File: src/rtl/calc_key_sequencer.sv
// Keypad calculator front end: key FIFO, operand/operator parser, ALU
// start/done handshake with timeout, and 7-segment display word.
module calc_key_sequencer #(
  parameter int DIGITS     = 6,
  parameter int FIFO_DEPTH = 8,
  parameter int W          = 32,
  parameter int TIMEOUT    = 64
) (
  input  logic         sw_clk,
  input  logic         rst,
  input  logic         key_valid,
  input  logic [3:0]   key_code,
  input  logic [W-1:0] ans,
  input  logic         calc_done,
  input  logic         calc_err,
  output logic [W-1:0] operand1,
  output logic [W-1:0] operand2,
  output logic [2:0]   operator,
  output logic         calc_start,
  output logic [W-1:0] fnd_serial,
  output logic [1:0]   fnd_mode,
  output logic         key_drop,
  output logic [2:0]   state
);

  localparam int AW = $clog2(FIFO_DEPTH);
  localparam int CW = $clog2(DIGITS + 1);
  localparam int TW = $clog2(TIMEOUT + 1) + 1;

  localparam logic [3:0] K_DIV   = 4'hA;
  localparam logic [3:0] K_TIMES = 4'hB;
  localparam logic [3:0] K_SGN   = 4'hC;
  localparam logic [3:0] K_CLR   = 4'hD;
  localparam logic [3:0] K_ANS   = 4'hE;
  localparam logic [3:0] K_EQ    = 4'hF;

  typedef enum logic [2:0] {IDLE, OP1, OPR, OP2, CALC, RESULT, ERROR} state_t;
  typedef enum logic [2:0] {EQU, TIMES, DIV, PLUS, MINUS, MOD} op_t;

  state_t st;
  op_t    op_q, op_next;

  logic [3:0]    fifo_mem [FIFO_DEPTH];
  logic [AW-1:0] wr_ptr, rd_ptr;
  logic [AW:0]   fifo_cnt;
  logic          empty, full, push, pop;
  logic [3:0]    head;
  logic          is_digit;

  logic          sign_q, ans_flag_q, chain_q;
  logic [W-1:0]  mag_q, last_ans;
  logic [CW-1:0] cnt_q;
  logic [TW-1:0] tmo_q;

  logic          ed_sign, ed_ans;
  logic [W-1:0]  ed_mag, ed_val, entry_val;
  logic [CW-1:0] ed_cnt;
  logic          entry_empty;

  assign empty    = (fifo_cnt == '0);
  assign full     = (fifo_cnt == (AW+1)'(FIFO_DEPTH));
  assign head     = fifo_mem[rd_ptr];
  assign is_digit = (head <= 4'd9);
  assign push     = key_valid && (!full || pop);
  assign operator = op_q;
  assign state    = st;

  assign entry_val   = sign_q ? -mag_q : mag_q;
  assign entry_empty = (cnt_q == '0) && !ans_flag_q;

  // Pop decision depends only on the current head key and FSM context.
  always_comb begin
    pop = 1'b0;
    if (!empty) begin
      if (head == K_CLR) pop = 1'b1;
      else begin
        case (st)
          OP1, OP2: pop = is_digit || head == K_SGN || head == K_ANS || head == K_EQ;
          OPR:      pop = !((is_digit || head == K_ANS) && op_q != EQU);
          RESULT:   pop = (head == K_EQ);
          ERROR:    pop = 1'b1;
          default:  pop = 1'b0;
        endcase
      end
    end
  end

  always_comb begin
    ed_sign = sign_q;
    ed_mag  = mag_q;
    ed_cnt  = cnt_q;
    ed_ans  = ans_flag_q;
    if (is_digit) begin
      if (!ans_flag_q && cnt_q < (sign_q ? CW'(DIGITS - 1) : CW'(DIGITS))) begin
        ed_mag = mag_q * W'(10) + W'(head);
        ed_cnt = cnt_q + CW'(1);
      end
    end else if (head == K_SGN) begin
      ed_sign = !sign_q;
    end else if (head == K_ANS) begin
      ed_mag = last_ans;
      ed_ans = 1'b1;
    end
    ed_val = ed_sign ? -ed_mag : ed_mag;
  end

  always_comb begin
    op_next = op_q;
    case (head)
      K_DIV:   op_next = (op_q == DIV) ? MOD : DIV;
      K_SGN:   op_next = (op_q == PLUS) ? MINUS : PLUS;
      K_TIMES: op_next = TIMES;
      default: op_next = op_q;
    endcase
  end

  always_ff @(posedge sw_clk) begin
    if (push) fifo_mem[wr_ptr] <= key_code;
  end

  always_ff @(posedge sw_clk) begin
    if (rst) begin
      wr_ptr     <= '0;
      rd_ptr     <= '0;
      fifo_cnt   <= '0;
      st         <= IDLE;
      op_q       <= EQU;
      operand1   <= '0;
      operand2   <= '0;
      calc_start <= 1'b0;
      key_drop   <= 1'b0;
      fnd_serial <= '0;
      fnd_mode   <= 2'd0;
      last_ans   <= '0;
      sign_q     <= 1'b0;
      mag_q      <= '0;
      cnt_q      <= '0;
      ans_flag_q <= 1'b0;
      chain_q    <= 1'b0;
      tmo_q      <= '0;
    end else begin
      calc_start <= 1'b0;
      key_drop   <= key_valid && full && !pop;
      if (push) wr_ptr <= wr_ptr + AW'(1);
      if (pop)  rd_ptr <= rd_ptr + AW'(1);
      if (push && !pop)      fifo_cnt <= fifo_cnt + (AW+1)'(1);
      else if (pop && !push) fifo_cnt <= fifo_cnt - (AW+1)'(1);

      if (!empty && head == K_CLR) begin
        st         <= IDLE;
        op_q       <= EQU;
        operand1   <= '0;
        operand2   <= '0;
        sign_q     <= 1'b0;
        mag_q      <= '0;
        cnt_q      <= '0;
        ans_flag_q <= 1'b0;
        chain_q    <= 1'b0;
        fnd_serial <= '0;
        fnd_mode   <= 2'd1;
      end else begin
        case (st)
          IDLE: begin
            fnd_mode   <= 2'd1;
            fnd_serial <= '0;
            if (!empty) st <= OP1;
          end
          OP1, OP2: if (!empty) begin
            if (is_digit || head == K_SGN || head == K_ANS) begin
              sign_q     <= ed_sign;
              mag_q      <= ed_mag;
              cnt_q      <= ed_cnt;
              ans_flag_q <= ed_ans;
              fnd_serial <= ed_val;
              fnd_mode   <= 2'd1;
            end else if (st == OP1 && (head == K_DIV || head == K_TIMES)) begin
              operand1   <= entry_empty ? last_ans : entry_val;
              st         <= OPR;
              fnd_mode   <= 2'd2;
              fnd_serial <= {{(W-3){1'b0}}, op_q};
            end else if (st == OP2 && (head == K_DIV || head == K_TIMES || head == K_EQ)) begin
              operand2   <= entry_val;
              chain_q    <= (head != K_EQ);
              st         <= CALC;
              calc_start <= 1'b1;
              tmo_q      <= '0;
            end
          end
          OPR: if (!empty) begin
            if (head == K_DIV || head == K_TIMES || head == K_SGN) begin
              op_q       <= op_next;
              fnd_serial <= {{(W-3){1'b0}}, op_next};
            end else if ((is_digit || head == K_ANS) && op_q != EQU) begin
              sign_q     <= 1'b0;
              mag_q      <= '0;
              cnt_q      <= '0;
              ans_flag_q <= 1'b0;
              st         <= OP2;
              fnd_mode   <= 2'd1;
              fnd_serial <= '0;
            end
          end
          CALC: begin
            tmo_q <= tmo_q + TW'(1);
            // calc_start is still high in the first CALC cycle; done is not yet accepted
            if (!calc_start) begin
              if (calc_done) begin
                if (calc_err) begin
                  st       <= ERROR;
                  fnd_mode <= 2'd3;
                end else begin
                  last_ans   <= ans;
                  fnd_serial <= ans;
                  if (chain_q) begin
                    operand1 <= ans;
                    op_q     <= EQU;
                    st       <= OPR;
                    fnd_mode <= 2'd2;
                  end else begin
                    st       <= RESULT;
                    fnd_mode <= 2'd1;
                  end
                end
              end else if (tmo_q == TW'(TIMEOUT)) begin
                st       <= ERROR;
                fnd_mode <= 2'd3;
              end
            end
          end
          RESULT: if (!empty) begin
            if (is_digit || head == K_ANS) begin
              if (is_digit) begin
                operand1 <= '0;
                operand2 <= '0;
              end
              op_q       <= EQU;
              sign_q     <= 1'b0;
              mag_q      <= '0;
              cnt_q      <= '0;
              ans_flag_q <= 1'b0;
              st         <= OP1;
            end else if (head == K_DIV || head == K_TIMES || head == K_SGN) begin
              operand1   <= last_ans;
              op_q       <= EQU;
              st         <= OPR;
              fnd_mode   <= 2'd2;
              fnd_serial <= '0;
            end
          end
          default: ;
        endcase
      end
    end
  end

endmodule
File: config.mk
export PLATFORM = sky130hd
export DESIGN_NAME = calc_key_sequencer
export DESIGN_NICKNAME = d
export VERILOG_FILES = /design/src/rtl/calc_key_sequencer.sv
export SDC_FILE = /design/constraint.sdc
export NUM_CORES = 1
export LEC_CHECK = 0
export ABC_AREA = 1
export CAP_MARGIN = 20
export CORE_MARGIN = 2
export CORE_UTILIZATION = 59
export DETAILED_ROUTE_END_ITERATION = 7
export PLACE_DENSITY = 0.81
export SLEW_MARGIN = 10
export SYNTH_ARGS = -nofsm -noshare
export SYNTH_HDL_FRONTEND = slang
export SYNTH_SLANG_ARGS = --single-unit
File: constraint.sdc
create_clock -name sw_clk -period 4.1 [get_ports sw_clk]
set_input_delay 0.41 -clock sw_clk [delete_from_list [all_inputs] [get_ports sw_clk]]
set_output_delay 0.41 -clock sw_clk [all_outputs]
set_load 0.01 [all_outputs]
Word-level counts from Yosys, hierarchy flattened:

Memories as Yosys holds them, arrays and structs flattened. A register that Yosys moved wholly into a read port is not among the register bits.
Cells that the tools add are included.

* register bits after elaboration: 194
* bits in latches: 0
* bits in writable memories: 32
* memory bits (read-only): 0
* logic and storage cells: 285
* memories: 1

Memory list
* fifo_mem: words 8, width 4, read ports 1, clocked after memory_dff 1, wr ports 1, line 43 `logic [3:0] fifo_mem [FIFO_DEPTH];`

* add/sub/neg operators: 9
* multipliers: 1
* div/mod/pow operators: 0
* order comparisons: 2
* equality and inequality tests: 58
* shifts and indexed selects: 0
* multiplexer cells: 134
* bitwise operators: 7
* reduce and logical (&&, ||, !) cells: 54

Operators with widths (number)
* 32-bit two-way mux: 42
* 32-bit one-hot mux with 3 select lines: 2
* 32-bit one-hot mux with 5 select lines: 1
* 3-bit two-way mux: 38
* 32-bit negator: 2
* 32-bit one-hot mux with 2 select lines: 1
* 11-bit AND reduction: 5
* 2-bit != test, second input constant: 25
* 3-bit != test, second input constant: 14
* 32-bit by 4-bit adder with 32-bit output: 1
* 32-bit by 3-bit multiplier with 31-bit output, second input constant: 1
* 8-bit two-way mux: 4
* 2-bit two-way mux: 15
* 4-bit == test, second input constant: 7
* 3-bit one-hot mux with 3 select lines: 3
* 1-bit two-way mux: 20
* 8-bit one-hot mux with 2 select lines: 1
* 8-bit AND reduction: 2
* 3-bit one-hot mux with 5 select lines: 1
* 3-bit by 2-bit == test with 1-bit output, second input constant: 4
* 4-bit != test, second input constant: 3
* 12-bit AND reduction: 1
* 3-bit nonzero test: 4
* 1-bit logical AND: 11
* 27 further kinds: 57

Logic depth before layout (Yosys ltp):

* depth after elaboration: 13
* depth in mapped cells: 35

Least setup slack after synthesis:

OpenSTA, ideal clock, no wires.

* path kind: reg2reg
* start: reg mag_q[1]
* end: reg fnd_serial[29]
* library setup time: 0.134 ns
* arrival time: 3.476 ns
* slack: 0.490 ns
* stages on the path, launching flop included: 28
* path through: dfxtp_1 > ha_1 > ha_1 > fa_1 > nand2_1 > inv_1 > nor2_1 > nand3_1 > inv_1 > nand2_1 > nor2_1 > nand3_1 > nor2_1 > nand3_1 > nand3_1 > nand2_1 > nor2_1 > nand3_1 > nor2_2 > nand2_1 > nor2_1 > nand3_1 > nand2_2 > nand3_1 > nand3_1 > nand2_1 > nand2_1 > a21oi_1

* longest elaborated chain between the ends: 9

Ends and longest elaborated chain
* start, declared: line 51 `logic [W-1:0] mag_q, last_ans;`
* start signal, assigned: line 171 `mag_q <= ed_mag;`
* 32-bit by 3-bit multiplier with 31-bit output: line 95 `ed_mag = mag_q * W'(10) + W'(head);`
* 32-bit by 4-bit adder with 32-bit output: line 95
* 32-bit two-way mux: line 94 `if (!ans_flag_q && cnt_q < (sign_q ? CW'(DIGITS - 1) : CW'(DIGITS))) begin`
* 32-bit two-way mux *: line 93 `if (is_digit) begin`
* 32-bit negator: line 104 `ed_val = ed_sign ? -ed_mag : ed_mag;`
* 32-bit two-way mux *: line 104
* 32-bit two-way mux *: line 169 `if (is_digit || head == K_SGN || head == K_ANS) begin`
* 32-bit two-way mux *: line 168 `OP1, OP2: if (!empty) begin`
* 32-bit one-hot mux with 5 select lines *: line 162 `case (st)`
* end signal, assigned: line 174 `fnd_serial <= ed_val;`
* end signal, assigned: line 180 `fnd_serial <= {{(W-3){1'b0}}, op_q};`
* end signal, assigned: line 192 `fnd_serial <= {{(W-3){1'b0}}, op_next};`
* end, declared: line 20 `output logic [W-1:0] fnd_serial,`

Mark *: on every way between the ends. The rest lies on a longest branch, timed or not. The select of a mux whose other input is x is not followed.
A chain may end at the register's enable or synchronous reset.

==> results by group <==
Status
  – Outcome: complete, no violations

Route
  – Via Count: 18837
  – Drt pass-1 iters: 6
  – 1st-iter DRT viols: approximately 2400
  – DRC: 0
  – DRT antenna net count: 0
  – WL final: between 50 and 60 mm
  – Drt wl/cell: approximately 19 um
  – Vias per cell: about 6.1

Global route
  – Largest net degree at the start of global routing: 95
  – Tot GR Track Use: 0.395
  – Via count of the first global-routing pass: 17517
  – First-pass GRT wire length: approximately 91 mm
  – Aggregate global routing overflow: 0
  – Initial antenna violation count: 0

Logic synthesis
  – EDFF count, synth: 32
  – Yosys warns: 0
  – Mean post-synth cell area: 6.33 um^2
  – Synth Area in Compound Gates: 0.176
  – Syn nets: 2676
  – Post-Syn Area: between 15000 and 20000 um^2
  – Register area share after synthesis: 0.302
  – Synth Area in Simple Gates: 0.343
  – Largest family of logic cells by synthesized area: simple AND/OR/NAND/NOR gates
  – Most used flip-flop cell after synthesis: dfxtp_1
  – Post-synth ARST share: 0
  – Post-synthesis register bit count: roughly 230
  – Synth Area in Adders: 0.0577
  – Yosys cell types: 59
  – Synth Instances: between 2000 and 3000
  – Multiplexer share of the synthesized area: 0
  – Xor/xnor share of the synthesized area: 0.0211

Setup path
  – Setup crit end kind: flop
  – Crit path launch type: flop
  – Worst path most repeated cell: nand2_1
  – Crit Path Class: reg2reg
  – CP Max Fanout: 11
  – CP required: 4.56 ns
  – Crit path buf inv count: 4
  – Worst path slowest cell: dfxtp_4
  – CP Data Arrival Time: 4.48 ns
  – Crit path max-delay family: simple AND/OR/NAND/NOR gates
  – Crit-path max cell delay: between 0.3 and 0.4 ns

Final layout
  – Final Util: 0.739
  – Layout cell share with drive strength beyond 1: 0.127
  – Commonest cells after routing, fill and taps aside: 702 x nand2_1, 296 x inv_1, 210 x nor2_1, 194 x a21oi_1, 186 x dfxtp_1
  – Most common cell after layout, fill and taps aside: nand2_1
  – Synth-to-Final Area Change: 22.8%
  – NumNets Final: around 2900
  – # diodes: 0

Clock network
  – Cts hold-fix bufs: 0
  – Worst-path clk slew: 0.07 ns
  – CTS Buf Count: 25
  – CTS tree: yes
  – TritonCTS Sinks: ~230
  – CTS H-tree depth: 1
  – CTS Buffer Depth: 3
  – Clk Latency, worst-skew pair: about 0.53 ns
  – Clk root buf: clkbuf_16

Placement
  – Place WS: -0.130 ns
  – Hpwl dp: about 44 mm
  – PortBufs: roughly 150
  – Placer Congestion: 0.965

Timing
  – Worst Max-Slew Pin Slew: ~1.1 ns
  – Tmin final: approximately 4 ns
  – Final worst slack: about 0.080 ns
  – Final Skew: 0.0166 ns
  – Fin Setup TNS: 0 ns
  – Worst hold slack: 0.463 ns
  – FMAX: between 0.2 and 0.25 GHz
  – Endpoints failing setup: 0
  – Endpoints failing hold: 0
  – Slew margin rel.: 0.238
  – Max-slew violations: 0
  – Period utilization: 0.980

Die
  – Cell Rows: 60
  – Initial Util: 0.602
  – Die Y: ~170 um
  – Core ar.: 27000 um^2
  – IO Pins: around 150
  – Die width: 170 um
  – Die area: around 29000 um^2

Power
  – Post-route total power: roughly 14 mW
  – P per Cell Area: 689 nW/um^2
  – Leakage: slightly below 9 nW
  – Max VDD drop: a little over 0.6 mV

Worst hold path
  – Worst hold-check path type: reg2reg

Run
  – Max cap viols: 0
timing repair:
| item | CTS | global route |
|---|---|---|
| setup endpoints to repair | 9 | 24 |
| buffers inserted | 0 | 15 |
| pin swaps | 0 | 44 |
| gates resized for setup | 4 | 176 |
sequential cells by signal, indices dropped and copies added (netlist names), 4 cells and up, named ones only:
signal / flops
tmo_q: 8
mag_q: 32
operand1: 32
fifo_cnt: 4
last_ans: 32
fnd_serial: 32
operand2: 32
fifo_mem: 32
final timing paths:
check | startpoint | end | slack, ns | depth (start not counted)
max | flop | fifo_cnt[3]$_SDFFE_PP0P_ | 0.08 | 26
min | rd_ptr[2]$_SDFFE_PP0P_ | flop | 0.46 | 2
max reg2reg | flop | fifo_cnt[3]$_SDFFE_PP0P_ | 0.08 | 26
min reg2reg | rd_ptr[2]$_SDFFE_PP0P_ | flop | 0.46 | 2
synth_stat cells, drive strengths merged, types with 6 or more instances:
library cell | number | area share
a31oi | 10 | 0.0039
xor2 | 36 | 0.019
o211ai | 21 | 0.010
nand4 | 26 | 0.010
nor2 | 261 | 0.063
dfxtp | 197 | 0.24
o21ai | 181 | 0.056
edfxtp | 32 | 0.059
ha | 70 | 0.054
a211oi | 10 | 0.0046
a21oi | 206 | 0.064
a221oi | 6 | 0.0032
o21bai | 11 | 0.0051
inv | 307 | 0.071
nor4 | 14 | 0.0063
a41oi | 23 | 0.012
o22ai | 7 | 0.0027
o21a | 6 | 0.0028
buf | 27 | 0.011
nand2 | 760 | 0.18
nand3 | 189 | 0.063
clkbuf | 70 | 0.016
nor3 | 37 | 0.012
final cells by class:
class / instances / area, um^2
clock buffers: 30 / 664
inverters: 312 / 1180
multi-input cells: 1924 / 10300
well taps: 341 / 427
fillers: 2210 / 7030
repair buffers: 254 / 2290
flip-flops and latches: 229 / 4920
clock inverters: 14 / 150
worst reg2reg max path, stage by stage, from the launching register on:
cell      delay, ns
dfxtp_4        0.39
buf_8          0.13
nand2_1        0.07
nand3_1        0.08
nand2_1        0.06
nand2_1        0.08
nand2_2        0.15
nor2_4         0.16
nand2_4        0.07
nand2_4        0.06
inv_2          0.05
a31oi_1        0.24
nor2_2         0.11
nor2_1         0.11
nand3_1        0.09
nand2_2        0.15
nand3_1        0.17
nand2_2        0.16
inv_1          0.11
ha_1           0.25
inv_1          0.13
ha_1           0.30
and3_1         0.21
a211oi_1       0.23
xor2_1         0.19
nand2_1        0.09
a21oi_1        0.12
layer usage:
metal | wire [um] | GRT usage
met3 | 5160 | 0.0562
met5 | 0 | 0
met4 | 3790 | 0.215
met1 | 22800 | 0.485
met2 | 27800 | 0.669
through the flow:
stage          cell area [um^2]  std cells
5_1_grt                   19900       3104
3_5_place_dp              18400       3045
4_1_cts                   19200       3089
2_1_floorplan             16200       2562
6_report                  19900       3104
3_3_place_gp              18400       3045
where the power goes:
group / leakage, nW / total, mW / switching [mW] / internal (mW)
sequential: 1.89 / 3.08 / 0.380 / 2.70
combinational: 6.47 / 8.34 / 5.46 / 2.88
clock: 0.395 / 2.30 / 0.961 / 1.34
logic make-up after synthesis:
group / count (synthesis)
AND/OR/NAND/NOR: 1308
XOR/XNOR: 39
buffers and inverters: 409
adder cells (fa/ha/maj): 73
flip-flops: 229
AO/OA/AOI/OAI: 504
No activity file was read; power rests on OpenSTA's default activity.
